[src/rtl/layer_sequencer_if.sv]
// Bundle of the layer sequencer's control, memory-read and process-unit signals.
// The master side is the sequencer; the slave side is its environment.
interface layer_sequencer_if #(
    parameter int I_WIDTH = 4
);
    logic                   start;
    logic                   abort;
    logic [I_WIDTH:0]       cfg_n;
    logic [I_WIDTH:0]       cfg_m;
    logic [I_WIDTH-1:0]     x_addr;
    logic                   x_rd;
    logic [15:0]            x_data;
    logic [2*I_WIDTH-1:0]   w_addr;
    logic                   w_rd;
    logic [15:0]            w_data;
    logic                   pe_fetch_enable;
    logic [15:0]            pe_a;
    logic [15:0]            pe_b;
    logic [I_WIDTH-1:0]     pe_weight_index;
    logic                   pe_finish_enable;
    logic                   busy;
    logic                   done;
    logic [2:0]             state_dbg;

    // Memories return data the cycle after the strobe; start/abort are sampled on
    // each rising edge, and pe_fetch_enable / pe_finish_enable / done are one-cycle pulses.
    modport master (
        input  start, abort, cfg_n, cfg_m, x_data, w_data,
        output x_addr, x_rd, w_addr, w_rd, pe_fetch_enable, pe_a, pe_b,
               pe_weight_index, pe_finish_enable, busy, done, state_dbg
    );

    modport slave (
        output start, abort, cfg_n, cfg_m, x_data, w_data,
        input  x_addr, x_rd, w_addr, w_rd, pe_fetch_enable, pe_a, pe_b,
               pe_weight_index, pe_finish_enable, busy, done, state_dbg
    );
endinterface

[src/rtl/layer_sequencer.sv]
// Walks an N x M fully-connected layer, issuing one MAC every SLOT+1 cycles
// to a process unit, then a finish request and a done pulse.
module layer_sequencer #(
    parameter int I_WIDTH = 4,
    parameter int SLOT    = 5
) (
    input logic               m_clk,
    input logic               rst,
    layer_sequencer_if.master bus
);
    localparam int CW = (SLOT > 2) ? $clog2(SLOT) : 1;
    localparam int KW = 2 * I_WIDTH;

    typedef enum logic [2:0] {
        ST_IDLE  = 3'd0,
        ST_RD    = 3'd1,
        ST_ISSUE = 3'd2,
        ST_WAIT  = 3'd3,
        ST_FIN   = 3'd4,
        ST_DONE  = 3'd5
    } state_t;

    state_t             state_q, state_d;
    logic [I_WIDTH:0]   n_q, n_d, m_q, m_d;
    logic [I_WIDTH-1:0] i_q, i_d, j_q, j_d;
    logic [KW-1:0]      k_q, k_d;
    logic [CW-1:0]      cnt_q, cnt_d;
    logic [I_WIDTH-1:0] x_addr_q, x_addr_d;
    logic [KW-1:0]      w_addr_q, w_addr_d;
    logic               rd_q, rd_d;
    logic               fetch_q, fetch_d;
    logic               finish_q, finish_d;
    logic               done_q, done_d;
    logic               busy_q, busy_d;
    logic [15:0]        pe_a_q, pe_a_d, pe_b_q, pe_b_d;
    logic [I_WIDTH-1:0] wi_q, wi_d;
    logic               j_last, i_last;

    assign j_last = ({1'b0, j_q} == m_q - (I_WIDTH+1)'(1));
    assign i_last = ({1'b0, i_q} == n_q - (I_WIDTH+1)'(1));

    always_comb begin
        state_d  = state_q;
        n_d      = n_q;
        m_d      = m_q;
        i_d      = i_q;
        j_d      = j_q;
        k_d      = k_q;
        cnt_d    = cnt_q;
        x_addr_d = x_addr_q;
        w_addr_d = w_addr_q;
        rd_d     = 1'b0;
        fetch_d  = 1'b0;
        finish_d = 1'b0;
        done_d   = 1'b0;
        pe_a_d   = pe_a_q;
        pe_b_d   = pe_b_q;
        wi_d     = wi_q;
        case (state_q)
            ST_IDLE: begin
                if (bus.start && !bus.abort) begin
                    n_d      = bus.cfg_n;
                    m_d      = bus.cfg_m;
                    i_d      = '0;
                    j_d      = '0;
                    k_d      = '0;
                    x_addr_d = '0;
                    w_addr_d = '0;
                    state_d  = ST_RD;
                    // An empty layer passes through RD without touching memory.
                    rd_d     = (bus.cfg_n != '0) && (bus.cfg_m != '0);
                end
            end
            ST_RD: begin
                if (n_q == '0 || m_q == '0) begin
                    state_d = ST_DONE;
                    done_d  = 1'b1;
                end else begin
                    state_d = ST_ISSUE;
                    fetch_d = 1'b1;
                    wi_d    = j_q;
                end
            end
            ST_ISSUE: begin
                pe_a_d  = bus.x_data;
                pe_b_d  = bus.w_data;
                cnt_d   = CW'(SLOT - 2);
                state_d = ST_WAIT;
            end
            ST_WAIT: begin
                if (cnt_q != '0) begin
                    cnt_d = cnt_q - CW'(1);
                end else if (i_last && j_last) begin
                    state_d  = ST_FIN;
                    finish_d = 1'b1;
                end else begin
                    if (j_last) begin
                        j_d = '0;
                        i_d = i_q + I_WIDTH'(1);
                    end else begin
                        j_d = j_q + I_WIDTH'(1);
                    end
                    k_d      = k_q + KW'(1);
                    x_addr_d = i_d;
                    w_addr_d = k_d;
                    rd_d     = 1'b1;
                    state_d  = ST_RD;
                end
            end
            ST_FIN: begin
                state_d = ST_DONE;
                done_d  = 1'b1;
            end
            ST_DONE: state_d = ST_IDLE;
            default: state_d = ST_IDLE;
        endcase
        if (bus.abort && state_q != ST_IDLE) begin
            state_d  = ST_IDLE;
            rd_d     = 1'b0;
            fetch_d  = 1'b0;
            finish_d = 1'b0;
            done_d   = 1'b0;
        end
        busy_d = (state_d != ST_IDLE);
    end

    always_ff @(posedge m_clk or negedge rst) begin
        if (!rst) begin
            state_q  <= ST_IDLE;
            n_q      <= '0;
            m_q      <= '0;
            i_q      <= '0;
            j_q      <= '0;
            k_q      <= '0;
            cnt_q    <= '0;
            x_addr_q <= '0;
            w_addr_q <= '0;
            rd_q     <= 1'b0;
            fetch_q  <= 1'b0;
            finish_q <= 1'b0;
            done_q   <= 1'b0;
            busy_q   <= 1'b0;
            pe_a_q   <= '0;
            pe_b_q   <= '0;
            wi_q     <= '0;
        end else begin
            state_q  <= state_d;
            n_q      <= n_d;
            m_q      <= m_d;
            i_q      <= i_d;
            j_q      <= j_d;
            k_q      <= k_d;
            cnt_q    <= cnt_d;
            x_addr_q <= x_addr_d;
            w_addr_q <= w_addr_d;
            rd_q     <= rd_d;
            fetch_q  <= fetch_d;
            finish_q <= finish_d;
            done_q   <= done_d;
            busy_q   <= busy_d;
            pe_a_q   <= pe_a_d;
            pe_b_q   <= pe_b_d;
            wi_q     <= wi_d;
        end
    end

    // Read data only arrives in the ISSUE cycle itself, so operands pass straight
    // through then and are held from the captured copy afterwards.
    assign bus.pe_a             = (state_q == ST_ISSUE) ? bus.x_data : pe_a_q;
    assign bus.pe_b             = (state_q == ST_ISSUE) ? bus.w_data : pe_b_q;
    assign bus.pe_weight_index  = wi_q;
    assign bus.pe_fetch_enable  = fetch_q;
    assign bus.pe_finish_enable = finish_q;
    assign bus.x_addr           = x_addr_q;
    assign bus.w_addr           = w_addr_q;
    assign bus.x_rd             = rd_q;
    assign bus.w_rd             = rd_q;
    assign bus.busy             = busy_q;
    assign bus.done             = done_q;
    assign bus.state_dbg        = state_q;
endmodule

[src/flat_wrapper.sv]
// flat-port wrapper written by rule: the top's interface ports become plain ports
module layer_sequencer_flat 
#(
    parameter int I_WIDTH = 4,
    parameter int SLOT    = 5
)
  (m_clk, rst, bus_start, bus_abort, bus_cfg_n, bus_cfg_m, bus_x_data, bus_w_data, bus_x_addr, bus_x_rd, bus_w_addr, bus_w_rd, bus_pe_fetch_enable, bus_pe_a, bus_pe_b, bus_pe_weight_index, bus_pe_finish_enable, bus_busy, bus_done, bus_state_dbg);
  layer_sequencer_if #(.I_WIDTH(I_WIDTH)) bus_i ();
  input logic m_clk;
  input logic rst;
  input wire logic [$bits(bus_i.start)-1:0] bus_start;
  input wire logic [$bits(bus_i.abort)-1:0] bus_abort;
  input wire logic [$bits(bus_i.cfg_n)-1:0] bus_cfg_n;
  input wire logic [$bits(bus_i.cfg_m)-1:0] bus_cfg_m;
  input wire logic [$bits(bus_i.x_data)-1:0] bus_x_data;
  input wire logic [$bits(bus_i.w_data)-1:0] bus_w_data;
  output wire logic [$bits(bus_i.x_addr)-1:0] bus_x_addr;
  output wire logic [$bits(bus_i.x_rd)-1:0] bus_x_rd;
  output wire logic [$bits(bus_i.w_addr)-1:0] bus_w_addr;
  output wire logic [$bits(bus_i.w_rd)-1:0] bus_w_rd;
  output wire logic [$bits(bus_i.pe_fetch_enable)-1:0] bus_pe_fetch_enable;
  output wire logic [$bits(bus_i.pe_a)-1:0] bus_pe_a;
  output wire logic [$bits(bus_i.pe_b)-1:0] bus_pe_b;
  output wire logic [$bits(bus_i.pe_weight_index)-1:0] bus_pe_weight_index;
  output wire logic [$bits(bus_i.pe_finish_enable)-1:0] bus_pe_finish_enable;
  output wire logic [$bits(bus_i.busy)-1:0] bus_busy;
  output wire logic [$bits(bus_i.done)-1:0] bus_done;
  output wire logic [$bits(bus_i.state_dbg)-1:0] bus_state_dbg;
  assign bus_i.start = bus_start;
  assign bus_i.abort = bus_abort;
  assign bus_i.cfg_n = bus_cfg_n;
  assign bus_i.cfg_m = bus_cfg_m;
  assign bus_i.x_data = bus_x_data;
  assign bus_i.w_data = bus_w_data;
  assign bus_x_addr = bus_i.x_addr;
  assign bus_x_rd = bus_i.x_rd;
  assign bus_w_addr = bus_i.w_addr;
  assign bus_w_rd = bus_i.w_rd;
  assign bus_pe_fetch_enable = bus_i.pe_fetch_enable;
  assign bus_pe_a = bus_i.pe_a;
  assign bus_pe_b = bus_i.pe_b;
  assign bus_pe_weight_index = bus_i.pe_weight_index;
  assign bus_pe_finish_enable = bus_i.pe_finish_enable;
  assign bus_busy = bus_i.busy;
  assign bus_done = bus_i.done;
  assign bus_state_dbg = bus_i.state_dbg;
  layer_sequencer #(.I_WIDTH(I_WIDTH), .SLOT(SLOT)) u_core (.m_clk(m_clk), .rst(rst), .bus(bus_i));
endmodule
[config.mk]
export PLATFORM = sky130hd
export DESIGN_NAME = layer_sequencer_flat
export DESIGN_NICKNAME = d
export VERILOG_FILES = /design/src/rtl/layer_sequencer_if.sv /design/src/rtl/layer_sequencer.sv /design/src/flat_wrapper.sv
export SDC_FILE = /design/constraint.sdc
export NUM_CORES = 1
export LEC_CHECK = 0
export CAP_MARGIN = 20
export CORE_ASPECT_RATIO = 1.1
export CORE_UTILIZATION = 43
export DETAILED_ROUTE_END_ITERATION = 16
export GPL_ROUTABILITY_DRIVEN = 0
export PLACE_DENSITY = 0.86
export REMOVE_ABC_BUFFERS = 1
export SYNTH_ARGS = -nofsm -noshare
export SYNTH_HDL_FRONTEND = slang
export SYNTH_SLANG_ARGS = --single-unit
[constraint.sdc]
create_clock -name m_clk -period 3.1 [get_ports m_clk]
set_input_delay 0.775 -clock m_clk [delete_from_list [all_inputs] [get_ports m_clk]]
set_output_delay 0.775 -clock m_clk [all_outputs]
set_load 0.01 [all_outputs]
# Word-level counts from Yosys, hierarchy flattened

Cells that the tools add are included.

Register bits: 73
Memories: 0
Bits of input ports: 46
Bits in latches: 0
RAM bits: 0
Bits in read-only memories: 0
Output and inout port bits: 57
Word-level logic and storage cells: 92

Shift-type cells: 0
Div/mod/pow operators: 0
Bitwise logic cells: 1
Mux-type cells: 38
Magnitude comparators: 0
Equality and inequality tests: 11
Add/sub/neg operators: 6
Multiply operators: 0
Reductions and logical operators: 21

Operator list:

| kind                  | number |
|---|---|
| $mux W16              | 2 |
| $mux W4               | 7 |
| $mux W8               | 3 |
| $mux W3               | 6 |
| $pmux W4 S2           | 2 |
| $pmux W8 S2           | 1 |
| $pmux W3 S5           | 1 |
| $mux W1               | 13 |
| $eq A4 B5 Y1          | 2 |
| $logic_not A5 Y1      | 2 |
| $reduce_bool A5 Y1    | 2 |
| $sub A5 B1 Y5 const B | 2 |
| $reduce_bool A3 Y1    | 3 |
| $add A4 B1 Y4 const B | 2 |
| $add A8 B1 Y8 const B | 1 |
| $eq A3 B2 Y1 const B  | 2 |
| $pmux W3 S2           | 1 |
| $reduce_and A2 Y1     | 3 |
| $reduce_and A5 Y1     | 1 |
| $logic_and A1 B1 Y1   | 4 |
| $ne A2 B1 Y1 const B  | 2 |
| $ne A2 B2 Y1 const B  | 2 |
| $ne A4 B1 Y1 const B  | 1 |
| $pmux W1 S2           | 2 |
| other kinds (9)       | 10 |

# Depth between registers and ports, before layout

Depth after elaboration: 8
Mapped depth: 10

# Worst setup path before layout

No wires, ideal clock.

Path type: reg2out
From: register u_core.state_q[2], in the netlist u_core.bus.state_dbg[2]
To: output port bus_pe_a[0]
Cell stages (with the launch flop): 6
Data required time: 2.325 ns
Path buffers: 2
Slack: 0.558 ns
Data arrival time: 1.767 ns
Cell sequence: dfrtp_1 clkbuf_1 nand2b_1 nor2_1 clkbuf_1 mux2_2

Longest elaborated chain between the ends: 2

RTL lines:

| item                   | line                   | source |
|---|---|---|
| start, declared        | layer_sequencer.sv:23  | `state_t state_q, state_d;` |
| start signal, assigned | layer_sequencer.sv:147 | `state_q <= state_d;` |
| $eq A3 B2 Y1           | layer_sequencer.sv:169 | `assign bus.pe_a = (state_q == ST_ISSUE) ? bus.x_data : pe_a_q;` |
| $mux W16               | n/a                    |  |
| end, declared          | flat_wrapper.sv:22     | `output wire logic [$bits(bus_i.pe_a)-1:0] bus_pe_a;` |

Every way passes these cells.

# Worst setup path in the final report

From: register u_core.state_q[2], in the netlist u_core.bus.state_dbg[2]
To: output port bus_pe_b[13]

Longest elaborated chain between the ends: 2

RTL lines:

| item          | line                   | source |
|---|---|---|
| $eq A3 B2 Y1  | layer_sequencer.sv:170 | `assign bus.pe_b = (state_q == ST_ISSUE) ? bus.w_data : pe_b_q;` |
| $mux W16      | n/a                    |  |
| end, declared | flat_wrapper.sv:23     | `output wire logic [$bits(bus_i.pe_b)-1:0] bus_pe_b;` |

Every way passes these cells.

==> flow_summary.ini <==
[sta]
fin_setup_tns_ps = 0
drv_slew = 0
maxSlewHeadroom_pct = 60.8
setup_viol = 0
period_minus_slack_ps = 2950
tightest_slew_ps = 588
rsz0062_at_grt = no
finClkSkew_ps = 6.99
finalWorstSetupSlack_ps = 152
fmax_mhz = 339
hold-worst-slack_ps = 407
hold_violations = 0
post-route-period-util_pct = 95.1

[routing]
firstDrtPassIters = 5
wl_per_cell_um = 14.3
drt_first_iter_violations = 135
drtAntennaViolNets = 0
remaining_drc_errors = 0
vias = 2825
viasPerCell = 5.18
wl_um = 7800

[cells_and_area]
post-route-util_pct = 62.0
n_antenna_cell = 0
syn2layout_area_growth_pct = 39.9
finalNetCount = 485
drive_gt1_share_pct = 15.6
fin_area_sq_um = 4900

[global_route]
grt_usage_pct = 18.4
grt_pass1_vias = 2757
overflow = 0
antenna_found_initial = 0
grt_pass1_wl_um = 12400
grt_max_degree = 53

[floorplanning]
fp-row-count = 34
die_x_um = 88.1
initial_utilization_pct = 44.3
pin_count = 103
dieArea_sq_um = 8520
fp.coreArea_sq_um = 7910
die_h_um = 96.7

[job]
maxCapViolations = 0

[clock_tree]
clk_latency_ps = 330
post_cts_buffers = 0
cts_tree = built
cts_max_level = 3
cts.sinks = 73
path_clk_slew_ps = 80
cts_hold_buffers = 0
clk_path_buf_depth = 2
ctsResizeCount = 0
cts-buffers-inserted = 9
root_buffer = clkbuf_8

[yosys]
synth_warnings = 0
syn_avg_cell_area_sq_um = 10.8
synth_cell_types = 52
synth.cell_area_sq_um = 3510
async_flop_share_pct = 100
synth_edf_count = 0
ys.flop_type = dfrtp_1
synthTopCellsByArea = dfrtp_1, mux2_2, nand2_1
syn_inst = 324
synth_top_cell_by_area = dfrtp_1
seq_area_frac_synth_pct = 52.1
synth_top_area_share_pct = 52.1
ys_seq_elements = 73

[place]
dp.final_hpwl_um = 5730
place_area_sq_um = 4680
place_ws_ps = 348
numPortBuffers = 102

[worst_setup_path]
r2r_cells = 8
path_max_fanout = 32
cp-start-kind = flip-flop
critical_path_class = reg2out
crit_required_ps = 2320
cp.arrival_ps = 2170
cp-end-kind = primary output

[run_status]
status = finished clean

[worst_hold_path]
hold_class = in2async

[power_and_ir_drop]
power_density_nw_per_um2 = 892
p_leak_uw = 0.00207
ir_drop_v = 0.000380
## cells in the final DEF, fill, tap and decap left out, types with 3 or more instances in the layout
cell / n
ha_1: 7
or3_1: 4
nor3_1: 6
buf_4: 7
nand3b_1: 3
nand2_1: 33
dfrtp_1: 73
o21ai_0: 22
clkbuf_8: 10
inv_1: 16
xnor2_1: 6
nor2_1: 7
or4_1: 5
xor2_1: 5
a22oi_1: 3
nand2b_1: 7
mux2_2: 36
nor2b_1: 7
a21oi_1: 17
clkdlybuf4s50_1: 101
o31ai_1: 5
nand3_1: 15
## layer usage
metal	global-route usage, %	vias up	wire length [um]	share of wire (%)
li1	-	1373	-	-
met1	21.7	1343	3180	41
met2	31.9	96	3860	50
met3	4.18	13	604	7.7
met4	7.07	0	153	2.0
met5	0	-	0	0
## through the flow
stage | power [uW] | cells
floorplan | 2590 | 310
global placement | 3480 | 529
detailed placement | 3590 | 529
CTS | 4420 | 545
global route | 4650 | 545
finish | 4370 | 545
## state kept, by name, indices dropped and copies added, names as in the netlist
name,flops
u_core.cnt_q,3
u_core.m_q,5
u_core.bus.pe_fetch_enable,1
u_core.pe_b_q,16
u_core.j_q,4
u_core.bus.pe_weight_index,4
u_core.i_q,4
u_core.bus.busy,1
u_core.k_q,8
u_core.n_q,5
u_core.pe_a_q,16
u_core.bus.pe_finish_enable,1
u_core.bus.w_rd,1
u_core.bus.done,1
u_core.bus.state_dbg,3
## Yosys cell counts, drive strengths merged, types with 2 or more instances
master  instances
xor2            5
clkbuf         10
or3             5
nand3b          3
inv            16
nor2            8
o21ai          24
a22oi           3
and2            2
ha              7
o21bai          2
nand3          15
xnor2           6
buf             4
dfrtp          73
nand2          33
o211ai          3
nor2b           7
mux2           36
nor3            6
or4             5
o31ai           5
a21oi          17
nand2b          7
## power by group
group / total [uW] / switching (uW) / internal (uW)
sequential: 1460 / 169 / 1290
combinational: 2090 / 936 / 1160
clock: 818 / 344 / 474
## critical path: stages, from the launching register on
cell	delay, ps
dfrtp_1	390
nand2b_1	200
nor2_2	160
buf_12	220
mux2_2	380
clkdlybuf4s50_1	490
## area by class of cell
class / count / area [sq um]
fillers: 638 / 3010
flip-flops and latches: 73 / 1830
multi-input cells: 221 / 1550
repair buffers: 111 / 1110
clock buffers: 11 / 141
well taps: 108 / 135
clock inverters: 5 / 78.8
inverters: 16 / 60.1
## final timing paths
| kind | start | endpoint | slack, ps |
|---|---|---|---|
| max in group asynchronous | rst | u_core.m_q[1] | 2030 |
| max reg2reg | u_core.n_q[0] | u_core.bus.busy | 490 |
| min | rst | u_core.pe_a_q[9] | 410 |
| min reg2reg | u_core.pe_a_q[12] | u_core.pe_a_q[12] | 500 |
| max | u_core.bus.state_dbg[2] | bus_pe_b[13] | 150 |
| min in group m_clk | u_core.pe_a_q[12] | u_core.pe_a_q[12] | 500 |
## cells by family (layout without fill, tap and decap cells)
logic type | Yosys count | in the layout | share of synthesized area, %
adder cells (fa/ha/maj) | 7 | 7 | 2.50
XOR/XNOR | 11 | 11 | 2.75
buffers and inverters | 30 | 143 | 3.67
multiplexers | 36 | 36 | 11.6
AO/OA/AOI/OAI | 67 | 67 | 12.2
flip-flops | 73 | 73 | 52.1
AND/OR/NAND/NOR | 100 | 100 | 15.2
Power figures use the tool's default switching activity.
==> RTL edit 1: new RTL, same flow settings <==
`I_WIDTH` is set to 4 in 3 places; all go to 5.
--- a/src/rtl/layer_sequencer_if.sv
+++ b/src/rtl/layer_sequencer_if.sv
@@ -3,3 +3,3 @@
 interface layer_sequencer_if #(
-    parameter int I_WIDTH = 4
+    parameter int I_WIDTH = 5
 );
--- a/src/rtl/layer_sequencer.sv
+++ b/src/rtl/layer_sequencer.sv
@@ -3,3 +3,3 @@
 module layer_sequencer #(
-    parameter int I_WIDTH = 4,
+    parameter int I_WIDTH = 5,
     parameter int SLOT    = 5
--- a/src/flat_wrapper.sv
+++ b/src/flat_wrapper.sv
@@ -3,3 +3,3 @@
 #(
-    parameter int I_WIDTH = 4,
+    parameter int I_WIDTH = 5,
     parameter int SLOT    = 5
Interface: changed (5 resized); port bits go from 103 to 109. No check against the original RTL was run, so the function may have changed too.
==> RTL edit 1 against the original RTL <==
Register-to-register slack gained 0.02 ns. Synthesized cell count is 6.2% higher. Routed wire length up 13%. Setup slack worse by 0.058 ns. Design area rose by 8.4%. Sequential cell count grew 7. Power grew 10%. Largest cell class unchanged. Area after synthesis grew 8.2%.
==> RTL edit 1: results (changes against the original RTL) <==
| Metric | Value |
|---|---|
| P_clk | `0.918 mW (+12%)` |
| Part of the Yosys area used for sequential elements | `52.74% (+0.65 points)` |
| Placed wire-length estimate | `6.359 mm (+11%)` |
| Critical Path End | `bus_pe_b[10]` |
| Mapped Cells | `344 (+6.2%)` |
| Nets | `516 (+6.4%)` |
| IO buf count | `108 (+5.9%)` |
| Fmax achieved | `0.3327 GHz (-1.9%)` |
| Largest cells by area after synthesis | `dfrtp_1 (53%), mux2_2 (11%), nand2_1 (5.0%)` |
| Met3 Usage GRT | `8.597% (+4.4 points)` |
| CP arrival | `2.23 ns (+0.06 ns)` |
| Layout cells sized above 1 | `17.03% (+1.5 points)` |
| CP max FO | `32 (unchanged)` |
| Leading registers by flop count | `u_core.pe_a_q (16), u_core.pe_b_q (16), u_core.k_q (10)` |
| Comb power | `2.26 mW (+8%)` |
| M2 GR Usage | `34.18% (+2.3 points)` |
| Pre-antenna DRT Iters | `4 (-1)` |
| Via/cell ratio | `5.183 (about the same)` |
| Reg2reg setup slack | `0.51 ns (+0.02 ns)` |
| Clk Latency, worst-skew pair | `0.35 ns (+0.02 ns)` |
| Final Non-Filler Cells | `575 (+5.5%)` |
| Finished Cell Area | `5315 µm² (+8.4%)` |
| DP Worst Slack | `0.3674 ns (+0.01943 ns)` |
| Crit path from | `u_core.bus.state_dbg[0]` |
| Worst r2r src | `u_core.n_q[2]` |
| Inst Count DP | `559 (+5.7%)` |
| Largest net degree at the start of global routing | `81 (+53%)` |
| Outcome | `finished, final reports clean` |
| Static leakage | `2.287 nW (+11%)` |
| Top post-synthesis cells by count | `dfrtp_1 (80), nand2_1 (51), mux2_2 (37), nor2_1 (21), a21oi_1 (12)` |
| Peak VDD IR | `0.7239 mV (+91%)` |
| Routing usage on met1 | `21.54% (-0.16 points)` |
| Slew @ Worst Pin | `0.4503 ns (-0.1374 ns)` |
| Placed inst area | `5040 µm² (+7.6%)` |
| Switching part of the total | `34.41% (+1.3 points)` |
| Reg2reg end | `u_core.bus.busy` |
| Seq group | `1.65 mW (+13%)` |
| Vias in the first global route | `3205 (+16%)` |
| First-pass GRT wire length | `14.32 mm (+16%)` |
| Drt total wl | `8.838 mm (+13%)` |
| Global-route usage over all layers | `19.97% (+1.6 points)` |
| Clock Skews | `0.01267 ns (+0.005679 ns)` |
| FFs w/ async S/R, synth | `100.0% (unchanged)` |
| Synth unique cells | `49 (-5.8%)` |
| DR iter-0 viols | `106 (-21%)` |
| WHS | `0.2703 ns (-0.1366 ns)` |
| Hold crit path type | `primary input to asynchronous set/reset pin` |
[RTL edit 1: layout make-up]
class                   count  area [µm²]
clock inverters             6       115.1
fillers                   634        3137
inverters                  11       41.29
repair buffers            117        1179
multi-input cells         241        1713
flip-flops and latches     80        2004
clock buffers               9       123.9
well taps                 111       138.9
[RTL edit 1: kinds of logic after synthesis]
family / share of synthesized area, %
AND/OR/NAND/NOR: 19.25
multiplexers: 11.24
adder cells (fa/ha/maj): 2.637
flip-flops: 52.74
AO/OA/AOI/OAI: 7.548
buffers and inverters: 2.439
XOR/XNOR: 4.153
[RTL edit 1: routing by layer]
| layer | wire length (µm) | vias to the layer above |
|---|---|---|
| li1 | - | 1422 |
| met5 | 0 | - |
| met1 | 3491 | 1427 |
| met2 | 4369 | 117 |
| met3 | 831 | 14 |
| met4 | 146 | 0 |
[RTL edit 1: critical path, stage by stage (launching register included)]
cell and delay (ns):
dfrtp_2 0.48, nor3b_4 0.27, buf_12 0.24, mux2_2 0.37, clkdlybuf4s50_1 0.51
==> RTL edit 2: new RTL, same flow settings <==
Made on the original files. Take the reset off `w_addr_q` and load it in a clocked block of its own.
--- a/src/rtl/layer_sequencer.sv
+++ b/src/rtl/layer_sequencer.sv
@@ -136,3 +136,2 @@
             x_addr_q <= '0;
-            w_addr_q <= '0;
             rd_q     <= 1'b0;
@@ -154,3 +153,2 @@
             x_addr_q <= x_addr_d;
-            w_addr_q <= w_addr_d;
             rd_q     <= rd_d;
@@ -164,2 +162,6 @@
         end
+    end
+
+    always_ff @(posedge m_clk) begin
+        w_addr_q <= w_addr_d;
     end
Formal check against the unedited RTL: differs if rst is asserted again (counterexample within 10 cycles, from zero or initial values and one cycle with rst low); with rst held inactive, the same outputs for 10 cycles.
==> RTL edit 2 against the original RTL <==
Area after synthesis up 4.8%. Routed wire length shrank 4.9%. Setup slack worse by 0.034 ns. First-iteration DRC count down 5.2%. Design area rose by 2.9%. Register-to-register slack worse by 0.12 ns. Sequential power grew 10%. Critical path depth stayed put. Power rose by 1.8%. Sequential cell count is 8 higher. Largest cell class unchanged. Largest power group unchanged.
==> RTL edit 2: results (changes against the original RTL) <==
| Metric | Value |
|---|---|
| Outcome | `finished, final reports clean` |
| Setup bufs post-CTS | `0 (unchanged)` |
| Hold crit path type | `flip-flop to flip-flop` |
| Largest net degree at the start of global routing | `74 (+40%)` |
| Avg Synthesized Cell Area | `12.80 µm² (+18%)` |
| Synth Warn # | `0 (unchanged)` |
| CP max-delay cell | `clkdlybuf4s50_1` |
| Filler cells | `695 (+8.9%)` |
| CP arrival | `2.21 ns (+0.04 ns)` |
| Drt total wl | `7.419 mm (-4.9%)` |
| Root Buffer | `clkbuf_8` |
| H-tree levels | `3 (unchanged)` |
| Pins over their slew limit | `0 (unchanged)` |
| Clk Latency, worst-skew pair | `0.34 ns` |
| Worst path max stage delay | `0.50 ns` |
| Reg2reg setup slack | `0.37 ns (-0.12 ns)` |
| Clock Skews | `0.008211 ns (+0.001220 ns)` |
| CTS resizes | `0 (unchanged)` |
| Slew @ Worst Pin | `0.9216 ns (+0.3340 ns)` |
| First-pass GRT wire length | `12.51 mm (+1.1%)` |
| Inst Count DP | `497 (-6.0%)` |
| Initial antenna violation count | `0 (unchanged)` |
| Routed wire length per instance | `14.46 µm (+1.1%)` |
| CP max FO | `27 (-16%)` |
| Largest cells by area after synthesis | `dfrtp_1 (50%), mux2_2 (15%), edfxtp_1 (6.5%)` |
| Via/cell ratio | `5.000 (-3.5%)` |
| Global-route usage over all layers | `17.72% (-0.66 points)` |
| Top post-synthesis cells by count | `dfrtp_1 (73), mux2_2 (49), nor2_1 (16), nand2_1 (14), o21ai_0 (12)` |
| FFs w/ async S/R, synth | `90.12% (-9.9 points)` |
| Static leakage | `2.129 nW (+3.0%)` |
| Layout cells sized above 1 | `21.14% (+5.6 points)` |
| Vias in the first global route | `2676 (-2.9%)` |
| Number of synthesized flops with an enable pin | `8 (+8)` |
| Leading registers by flop count | `u_core.pe_a_q (16), u_core.pe_b_q (16)` |
| DR iter-0 viols | `128 (-5.2%)` |
| TritonCTS buffer count | `9 (unchanged)` |
| Nets | `450 (-7.2%)` |
| Peak VDD IR | `0.5472 mV (+44%)` |
| Reg clk slew, reported paths | `0.08 ns (about the same)` |
| IO buf count | `102 (unchanged)` |
| Synth unique cells | `47 (-9.6%)` |
| Antenna Cells | `0 (unchanged)` |
| Placed wire-length estimate | `5.409 mm (-5.6%)` |
| Clock Tree Buf Depth | `2 (unchanged)` |
| Pre-antenna DRT Iters | `6 (+1)` |
| Part of the Yosys area used for sequential elements | `56.25% (+4.2 points)` |
-- RTL edit 2: changes by cell type after synthesis, moves of 4 or more --
cell	before	now
a21oi_1	17	5
clkbuf_1	10	4
edfxtp_1	0	8
inv_1	16	7
mux2_2	36	49
nand2_1	33	14
nand3_1	15	10
nor2_1	8	16
o21ai_0	22	12
o31ai_1	5	1
-- RTL edit 2: layout make-up --
| class | count | area share, % |
|---|---|---|
| clock inverters | 4 | 0.4960 |
| inverters | 8 | 0.5952 |
| clock buffers | 12 | 3.299 |
| flip-flops and latches | 81 | 40.97 |
| multi-input cells | 187 | 30.26 |
| repair buffers | 110 | 21.63 |
| well taps | 111 | 2.753 |
-- RTL edit 2: where the power goes --
| group | internal [mW] | switching, mW | leakage [nW] |
|---|---|---|---|
| logic | 1.21 | 0.910 | 1.05 |
| registers | 1.43 | 0.174 | 0.989 |
| clock network | 0.359 | 0.367 | 0.0935 |
-- RTL edit 2: kinds of logic (layout without fill, tap and decap cells) --
logic type               after synthesis  in the layout  share of synthesized area, %
flip-flops                            81             81                         56.25
AND/OR/NAND/NOR                       75             75                         11.37
multiplexers                          52             52                         16.04
AO/OA/AOI/OAI                         36             36                         6.605
buffers and inverters                 19            134                         2.485
XOR/XNOR                              17             17                         4.869
adder cells (fa/ha/maj)                7              7                         2.383
-- RTL edit 2: layer usage --
layer / part of all wire [%] / vias up / GRT usage [%]
met1: 43 / 1255 / 21.73
met2: 51 / 66 / 30.24
met3: 4.7 / 7 / 3.704
li1: - / 1237 / -
met5: 0 / - / 0
met4: 1.4 / 0 / 7.940
-- RTL edit 2: worst max-delay path, delay by kind of cell (launching register included) --
kind          cells  cell delay, ns
mux               1            0.37
flops             1            0.39
simple gates      2            0.39
buf+inv           2            0.70
-- RTL edit 2: path summary, 6_finish.rpt --
check	start	to	cells after the start
min in group asynchronous	rst	u_core.n_q[3]	1
max in group asynchronous	rst	u_core.k_q[0]	1
min	u_core.pe_b_q[0]	u_core.pe_b_q[0]	1
min reg2reg	u_core.pe_b_q[0]	u_core.pe_b_q[0]	1
max reg2reg	u_core.m_q[0]	u_core.k_q[5]	8
max	u_core.bus.state_dbg[2]	bus_pe_a[11]	5
-- RTL edit 2: metrics by stage --
| step | hold WS (ns) | utilization (%) | setup slack [ns] | total power, mW | instance area [µm²] |
|---|---|---|---|---|---|
| 3_5_place_dp | 0.4842 | 58.24 | 0.2521 | 3.749 | 4846 |
| 4_1_cts | 0.5042 | 60.54 | 0.009460 | 4.485 | 5037 |
| 5_1_grt | 0.5141 | 60.63 | 0.02457 | 4.729 | 5045 |
| 3_3_place_gp | 0.4789 | 58.24 | 0.3465 | 3.675 | 4846 |
| 6_report | 0.5014 | 60.63 | 0.1184 | 4.453 | 5045 |
| 2_1_floorplan | 0.4794 | - | -0.2741 | 2.752 | 3613 |
